<file path="src/rtl/belt_pkg.sv">
// Shared belt definitions: default operand width, belt depth and belt index type.
package belt_pkg;

    localparam int unsigned DEFAULT_BIT_WIDTH  = 47;
    localparam int unsigned DEFAULT_BELT_DEPTH = 16;

    typedef logic [$clog2(DEFAULT_BELT_DEPTH)-1:0] belt_index_t;

endpackage

</file>
<file path="src/rtl/rr_arbiter.sv">
// Round-robin grant selection: search starts one past last_grant and wraps.
module rr_arbiter #(
    parameter int unsigned NUM_REQ = 4,
    parameter int unsigned IDX_W   = $clog2(NUM_REQ)
) (
    input  logic [NUM_REQ-1:0] req,
    input  logic [IDX_W-1:0]   last_grant,
    output logic [NUM_REQ-1:0] grant,
    output logic [IDX_W-1:0]   grant_idx,
    output logic               any_grant
);

    always_comb begin
        int unsigned j;
        j         = 0;
        grant     = '0;
        grant_idx = '0;
        any_grant = 1'b0;
        for (int unsigned k = 1; k <= NUM_REQ; k++) begin
            j = (32'(last_grant) + k) % NUM_REQ;
            if (!any_grant && req[IDX_W'(j)]) begin
                any_grant           = 1'b1;
                grant[IDX_W'(j)]    = 1'b1;
                grant_idx           = IDX_W'(j);
            end
        end
    end

endmodule

</file>
<file path="src/rtl/belt_drop_arbiter.sv">
// Arbitrates NUM_REQ result producers onto a single belt write port, one push per cycle.
module belt_drop_arbiter
    import belt_pkg::*;
#(
    parameter int unsigned BIT_WIDTH  = DEFAULT_BIT_WIDTH,
    parameter int unsigned BELT_DEPTH = DEFAULT_BELT_DEPTH,
    parameter int unsigned NUM_REQ    = 4
) (
    input  logic                          clk,
    input  logic                          sync_rst,
    input  logic                          clk_en,
    input  logic [NUM_REQ-1:0]            req_valid,
    input  logic [NUM_REQ*BIT_WIDTH-1:0]  req_data,
    output logic [NUM_REQ-1:0]            req_ready,
    input  logic                          hold,
    output logic                          push,
    output logic [BIT_WIDTH-1:0]          push_data,
    output logic [$clog2(NUM_REQ)-1:0]    push_src,
    output logic [$clog2(BELT_DEPTH)-1:0] drop_count
);

    localparam int unsigned IDX_W = $clog2(NUM_REQ);
    localparam int unsigned CNT_W = $clog2(BELT_DEPTH);

    logic [IDX_W-1:0]     last_grant;
    logic [NUM_REQ-1:0]   grant;
    logic [IDX_W-1:0]     grant_idx;
    logic                 any_grant;
    logic                 grant_en;
    logic                 transfer;
    logic                 push_q;
    logic [BIT_WIDTH-1:0] sel_data;

    rr_arbiter #(
        .NUM_REQ (NUM_REQ),
        .IDX_W   (IDX_W)
    ) u_rr_arbiter (
        .req        (req_valid),
        .last_grant (last_grant),
        .grant      (grant),
        .grant_idx  (grant_idx),
        .any_grant  (any_grant)
    );

    assign grant_en  = clk_en & ~hold & ~sync_rst;
    assign req_ready = (grant_en && any_grant) ? grant : '0;
    assign transfer  = |(req_valid & req_ready);

    // Reset also masks a registered push so a pending write never reaches the belt.
    assign push = push_q & clk_en & ~sync_rst;

    always_comb begin
        sel_data = '0;
        for (int unsigned i = 0; i < NUM_REQ; i++) begin
            if (grant[i]) begin
                sel_data = req_data[i*BIT_WIDTH +: BIT_WIDTH];
            end
        end
    end

    always_ff @(posedge clk) begin
        if (sync_rst) begin
            push_q     <= 1'b0;
            push_data  <= '0;
            push_src   <= '0;
            drop_count <= '0;
            last_grant <= IDX_W'(NUM_REQ - 1);
        end else if (clk_en) begin
            push_q <= transfer;
            if (transfer) begin
                push_data  <= sel_data;
                push_src   <= grant_idx;
                last_grant <= grant_idx;
            end
            if (push_q) begin
                drop_count <= drop_count + CNT_W'(1);
            end
        end
    end

endmodule

</file>
<file path="config.mk">
export PLATFORM = sky130hd
export DESIGN_NAME = belt_drop_arbiter
export DESIGN_NICKNAME = d
export VERILOG_FILES = /design/src/rtl/belt_pkg.sv /design/src/rtl/rr_arbiter.sv /design/src/rtl/belt_drop_arbiter.sv
export SDC_FILE = /design/constraint.sdc
export NUM_CORES = 1
export LEC_CHECK = 0
export ABC_AREA = 1
export CORE_MARGIN = 2
export CORE_UTILIZATION = 36
export CTS_CLUSTER_SIZE = 16
export DETAILED_ROUTE_END_ITERATION = 8
export GPL_TIMING_DRIVEN = 0
export PLACE_DENSITY = 0.76
export SLEW_MARGIN = 20
export SYNTH_ARGS = -nofsm -noshare
export SYNTH_HDL_FRONTEND = slang
export SYNTH_SLANG_ARGS = --single-unit
</file>
<file path="constraint.sdc">
create_clock -name clk -period 2.31 [get_ports clk]
set_input_delay 0.3465 -clock clk [delete_from_list [all_inputs] [get_ports clk]]
set_output_delay 0.3465 -clock clk [all_outputs]
set_load 0.02 [all_outputs]
</file>
==> results.py, run 1 <==
metrics = {
    "outcome": {
        "run_status": "finished with violations",
        "failed_checks": "setup timing",
    },
    "cells_and_area": {
        "fillers": 1230,
        "layout_common_cells": "398 x nand2_1, 244 x clkdlybuf4s50_1, 100 x inv_1",
        "fin_util_pct": 66.3,
        "antenna_cells": 0,
        "area_growth_syn_to_layout_pct": 78.4,
        "finalNetCount": 1385,
        "fin_area_mm2": 0.00843,
        "drive_above_1_share_pct": 13.6,
        "final_common_cell": "nand2_1",
    },
    "logic_synthesis": {
        "synth_area_mm2": 0.00472,
        "ys_seq_elements": 56,
        "ys_seq_area_share_pct": 23.7,
        "synth_nets": 1095,
        "ys_types": 30,
        "synthCells": 890,
        "yosysWarnings": 0,
        "synth.area.top_cells": "nand2_1 33%, dfxtp_1 24%, a21oi_1 10%",
        "syn_area_per_cell_um2": 5.31,
        "synth_top_cell_by_area": "nand2_1",
        "yosys.area.top_type_share_pct": 32.9,
    },
    "drt": {
        "drc_errors": 0,
        "vias": 6265,
        "routed_wl_um": 19600,
        "first_pass_iters": 5,
        "via_per_inst": 4.63,
        "ant_nets": 0,
        "first_iter_violations": 415,
        "wl_per_cell_um": 14.5,
    },
    "timing": {
        "fin_crit_ns": 2.57,
        "final_hold_viol_count": 0,
        "max_slew_margin_pct": 60.9,
        "slew_viol_final": 0,
        "post-route-period-util_pct": 111,
        "clock_skew_ns": 0.00604,
        "rsz0062_at_grt": "yes",
        "worstMarginPinSlew_ns": 0.587,
        "fin_ws_ns": -0.260,
        "setup-tns-final_ns": -8.45,
        "max_freq_mhz": 389,
        "setup_viol": 55,
    },
    "worst_setup_path": {
        "cp-start-kind": "flip-flop",
        "path_cells": "buf_6 -> inv_8 -> ha_4 -> inv_4 -> nand2_4 -> nand2_8 -> nor2_4 -> a22oi_2 -> nand3_4 -> buf_8 -> buf_8 -> nand2_4 -> inv_2 -> buf_6",
        "max_stage_delay_ns": 0.35,
        "path_class": "reg -> out",
        "path_max_fanout": 6,
        "cp.arrival_ns": 2.22,
        "worstPathBufferInverterCount": 7,
        "crit_slowest_cell": "dfxtp_4",
        "worstSetupEndpointType": "primary output",
        "crit_family": "buffers and inverters",
        "cp.required_ns": 1.96,
    },
    "clock_network": {
        "cts_tree": "built",
        "htree_levels": 2,
        "numCtsBuffers": 5,
        "clk_pin_slew_ns": 0.07,
        "clkLatencyLatePin_ns": 0.30,
        "clock_tree.root_cell": "clkbuf_16",
        "cts_num_sinks": 56,
        "clockBufferDepth": 2,
        "cts_hold_buf": 0,
    },
    "grt": {
        "antenna_found_initial": 0,
        "grt.overflow.total": 0,
        "grt_pass1_vias": 5849,
        "grt.total_usage_pct": 26.7,
        "grt_pass1_wl_um": 30300,
        "grt_start_max_net_pins": 17,
    },
    "placement": {
        "dp_hpwl_um": 14000,
        "port_buffers": 252,
        "dpl_cell_area_mm2": 0.00747,
        "pre_cts_ws_ns": -0.944,
        "gp_congestion": 0.932,
    },
    "pwr": {
        "ir_drop_v": 0.000320,
        "p_leak_nw": 4.19,
        "p_per_area_mw_per_mm2": 586,
        "fin_total_pwr_mw": 4.94,
    },
    "floorplanning": {
        "io_pins": 254,
        "die_h_um": 119,
        "core_mm2": 0.0127,
        "die_area_mm2": 0.0141,
        "die_w_um": 119,
        "rows": 41,
        "start_util_pct": 37.1,
    },
    "hold_path": {
        "hold_class": "in -> reg",
    },
    "run": {
        "drv_cap": 0,
    },
}
flip-flops by register name, indices dropped and copies added (netlist names):
register,cells
drop_count,4
last_grant,2
push_data,47
push_q,1
push_src,2
timing repair:
item | 4_1_cts | 5_1_grt
pin swaps | 15 | 14
cloned | 0 | 1
setup buffers | 27 | 3
gates resized for setup | 97 | 75
setup endpoints to repair | 56 | 56
synthesized netlist by cell type, drive strengths merged:
master	number
nand4	4
inv	110
dfxtp	56
o2111ai	1
xor2	1
a21oi	101
buf	36
nand3	20
nor2	104
ha	9
nor3	4
clkinv	1
a21boi	3
clkbuf	16
nand2	420
and2b	1
o21ai	2
a22oi	1
through the flow:
stage          instances  hold WS [ns]
4_1_cts             1348         0.414
2_1_floorplan        890         0.444
3_3_place_gp        1314         0.452
3_5_place_dp        1314         0.461
6_report            1352         0.408
5_1_grt             1352         0.436
routing by layer:
metal  GRT usage, %  up-vias  wire length [µm]
li1               -     3249                 -
met1           31.1     2745              8040
met2           48.5      246              9630
met5              0        -                 0
met4           6.10        0               299
met3           6.90       25              1650
area by class of cell:
cell class,count,area [µm²],area share [%]
Multi-Input combinational cell,671,3150,37.4
Timing Repair Buffer,283,2810,33.3
Sequential cell,56,1130,13.4
Buffer,52,502,5.95
Inverter,111,438,5.20
Tap cell,172,215,2.55
Clock buffer,5,125,1.48
Clock inverter,2,60.1,0.712
where the power goes:
group | switching (mW) | total (mW) | internal (mW) | leakage (nW)
Sequential | 0.0355 | 1.07 | 1.04 | 0.454
Clock | 0.359 | 0.975 | 0.616 | 0.0899
Combinational | 1.55 | 2.90 | 1.35 | 3.64
kinds of logic after synthesis:
group / after synthesis / share of synthesized area [%]
AOI/OAI and AO/OA: 108 / 12.0
xor gates and xnor gates: 1 / 0.185
adders and majority gates: 9 / 2.38
buffers and inverters: 163 / 15.1
DFF: 56 / 23.7
and+or+nand+nor: 553 / 46.6
path summary, 6_finish.rpt:
path / slack [ns] / depth (start not counted) / startpoint / end
max: -0.26 / 14 / last_grant[0] / req_ready[3]
min: 0.41 / 2 / sync_rst / drop_count[3]
max reg2reg: -0.22 / 17 / last_grant[0] / push_data[19]
min reg2reg: 0.47 / 2 / push_src[0] / push_src[0]
Note: power is estimated with default switching activity, not from simulation.
==> run 2, diff against run 1 <==
Settings changed: CTS_CLUSTER_DIAMETER set to 80.
==> results of run 2 <==
The final DEF is identical to that of run 1; final timing and power are the same.
==> run 3, diff against run 2 <==
Settings changed: CORE_ASPECT_RATIO set to 1.5.
==> run 3 against run 2 <==
Against the previous run:
- the flow still finishes with violations (setup timing)
- first-iteration DRC count down 52%
- sequential cell count unchanged
- combinational power down 4%
- largest cell class unchanged
- highest routed layer unchanged
==> results.py, run 3 (same netlist as run 1, synthesis figures left out) <==
metrics = {
    "pwr": {
        "ir_drop_v": 0.000375,
        "p_leak_nw": 4.11,
        "p_int_mw": 2.75,
        "combinationalPowerShare_pct": 60.1,
        "p_sw_share_pct": 40.5,
        "seqPwrFrac_pct": 23.2,
        "switching_power_mw": 1.88,
        "p_per_area_mw_per_mm2": 559,
        "power_frac_clock_pct": 16.7,
    },
    "worst_setup_path": {
        "path_max_fanout": 6,
        "cp.required_ns": 1.96,
        "worstSetupEndpointType": "primary output",
        "cp-start-kind": "flip-flop",
        "crit_start": "last_grant[0]",
        "max_stage_delay_ns": 0.35,
        "critPathMostFrequentCell": "buf_6",
        "path_class": "reg -> out",
        "path_cells": "buf_6 -> inv_8 -> ha_4 -> inv_4 -> nand2_4 -> nand2_4 -> nor2_4 -> a21oi_2 -> nand3_4 -> buf_6 -> buf_8 -> nand2_2 -> inv_2 -> buf_6",
        "r2r-start": "last_grant[0]",
        "worstPathBufferInverterCount": 7,
        "crit_family": "buffers and inverters",
        "cp.arrival_ns": 2.20,
        "crit_slowest_cell": "dfxtp_4",
    },
    "drt": {
        "wl_per_cell_um": 14.4,
        "first_iter_violations": 201,
        "vias": 6255,
        "drc_errors": 0,
        "ant_nets": 0,
        "routed_wl_um": 19300,
        "via_per_inst": 4.67,
        "first_pass_iters": 5,
    },
    "outcome": {
        "run_status": "finished with violations",
        "failed_checks": "setup timing",
    },
    "timing": {
        "clock_skew_ns": 0.00690,
        "fin_ws_ns": -0.237,
        "max_slew_margin_pct": 65.1,
        "setup_viol": 55,
        "rsz0062_at_grt": "yes",
        "worstMarginPinSlew_ns": 0.523,
        "fin_crit_ns": 2.55,
        "whs_ns": 0.401,
        "max_freq_mhz": 393,
        "final_hold_viol_count": 0,
        "slew_viol_final": 0,
        "post-route-period-util_pct": 110,
    },
    "hold_path": {
        "min-delay-start": "sync_rst",
        "hold_class": "in -> reg",
    },
    "placement": {
        "port_buffers": 252,
        "gp_congestion": 0.954,
        "dpl_cell_area_mm2": 0.00745,
        "dp_hpwl_um": 14200,
    },
    "cells_and_area": {
        "final_common_cell": "nand2_1",
        "finalNetCount": 1383,
        "drive_above_1_share_pct": 13.1,
        "fin_area_mm2": 0.00828,
        "largest_reg_flops": 47,
        "area_growth_syn_to_layout_pct": 75.3,
        "layout_common_cells": "405 x nand2_1, 244 x clkdlybuf4s50_1, 100 x inv_1",
        "regMostFlops": "push_data",
        "fillers": 1275,
        "largestRegisters": "push_data: 47 flops, drop_count: 4 flops",
    },
    "clock_network": {
        "numCtsBuffers": 5,
        "clkLatencyLatePin_ns": 0.29,
        "clk_pin_slew_ns": 0.07,
        "clock_tree.root_cell": "clkbuf_16",
        "htree_levels": 2,
        "cts_num_sinks": 56,
        "clockBufferDepth": 2,
        "cts_tree": "built",
    },
    "grt": {
        "antenna_found_initial": 1,
        "grt.overflow.total": 0,
        "grt_pass1_wl_um": 29100,
        "grt_pass1_vias": 5781,
        "grt_start_max_net_pins": 16,
        "grt.total_usage_pct": 25.7,
    },
    "run": {
        "drv_cap": 0,
    },
    "floorplanning": {
        "die_h_um": 144,
        "io_pins": 254,
        "core_mm2": 0.0129,
        "rows": 51,
        "start_util_pct": 36.7,
        "die_w_um": 97.5,
        "die_area_mm2": 0.0141,
    },
}
-- run 3: cell types whose count changed in the layout (fill, tap and decap cells not counted), sizes merged --
cell and change:
bufinv -2, dlygate4sd2 +2, dlymetal6s2s -2, buf +1, clkinvlp -1, diode +1, inv +1
-- run 3: area by class of cell --
| type | count | area, µm² | area share (%) |
|---|---|---|---|
| timing repair buffer | 281 | 2770 | 33.5 |
| multi-input combinational | 671 | 3120 | 37.7 |
| clock buffer | 8 | 146 | 1.77 |
| antenna | 1 | 2.50 | 0.0302 |
| buffer | 52 | 483 | 5.83 |
| tap | 159 | 199 | 2.40 |
| inverter | 111 | 432 | 5.21 |
| sequential | 56 | 1130 | 13.6 |
-- run 3: worst paths after layout --
check,endpoint,slack [ns],cells after the start
worst max-delay path,req_ready[1],-0.24,14
worst min-delay path,drop_count[3],0.40,2
worst max register to register,push_data[11],-0.15,19
worst min register to register,push_src[0],0.47,2
-- run 3: power groups by stage --
stage | Combinational, mW | Clock, mW | Sequential (mW)
floorplan | 1.42 | 0 | 1.18
global placement | 2.36 | 0 | 1.10
detailed placement | 2.37 | 0 | 1.10
CTS | 2.64 | 0.788 | 1.07
global route | 3.08 | 0.832 | 1.08
finish | 2.79 | 0.774 | 1.07
-- run 3: stage by stage --
| stage | utilization, % | cells | setup TNS [ns] | total power, mW | worst slack (ns) |
|---|---|---|---|---|---|
| finish | 64.3 | 1339 | -6.54 | 4.63 | -0.237 |
| global route | 64.3 | 1339 | -12.58 | 5.00 | -0.289 |
| CTS | 62.5 | 1335 | -7.89 | 4.50 | -0.180 |
| detailed placement | 57.8 | 1301 | -28.34 | 3.47 | -0.988 |
| global placement | 57.8 | 1301 | -25.46 | 3.46 | -0.966 |
| floorplan | - | 890 | 0 | 2.60 | 0.00846 |
-- run 3: layer usage --
metal	share of wire (%)	global-route usage (%)	vias up
met3	4.8	3.58	38
met2	53	48.7	213
met1	39	28.7	2763
met5	0	0	-
li1	-	-	3241
met4	3.6	10.2	0
-- run 3: what timing repair did --
| item | in CTS | in global routing |
|---|---|---|
| hold endpoints to repair | 0 | 0 |
| setup endpoints to repair | 56 | 56 |
| resized for setup | 96 | 76 |
| hold buffers | 0 | 0 |
| pin swaps | 12 | 12 |
| setup buffers | 26 | 3 |
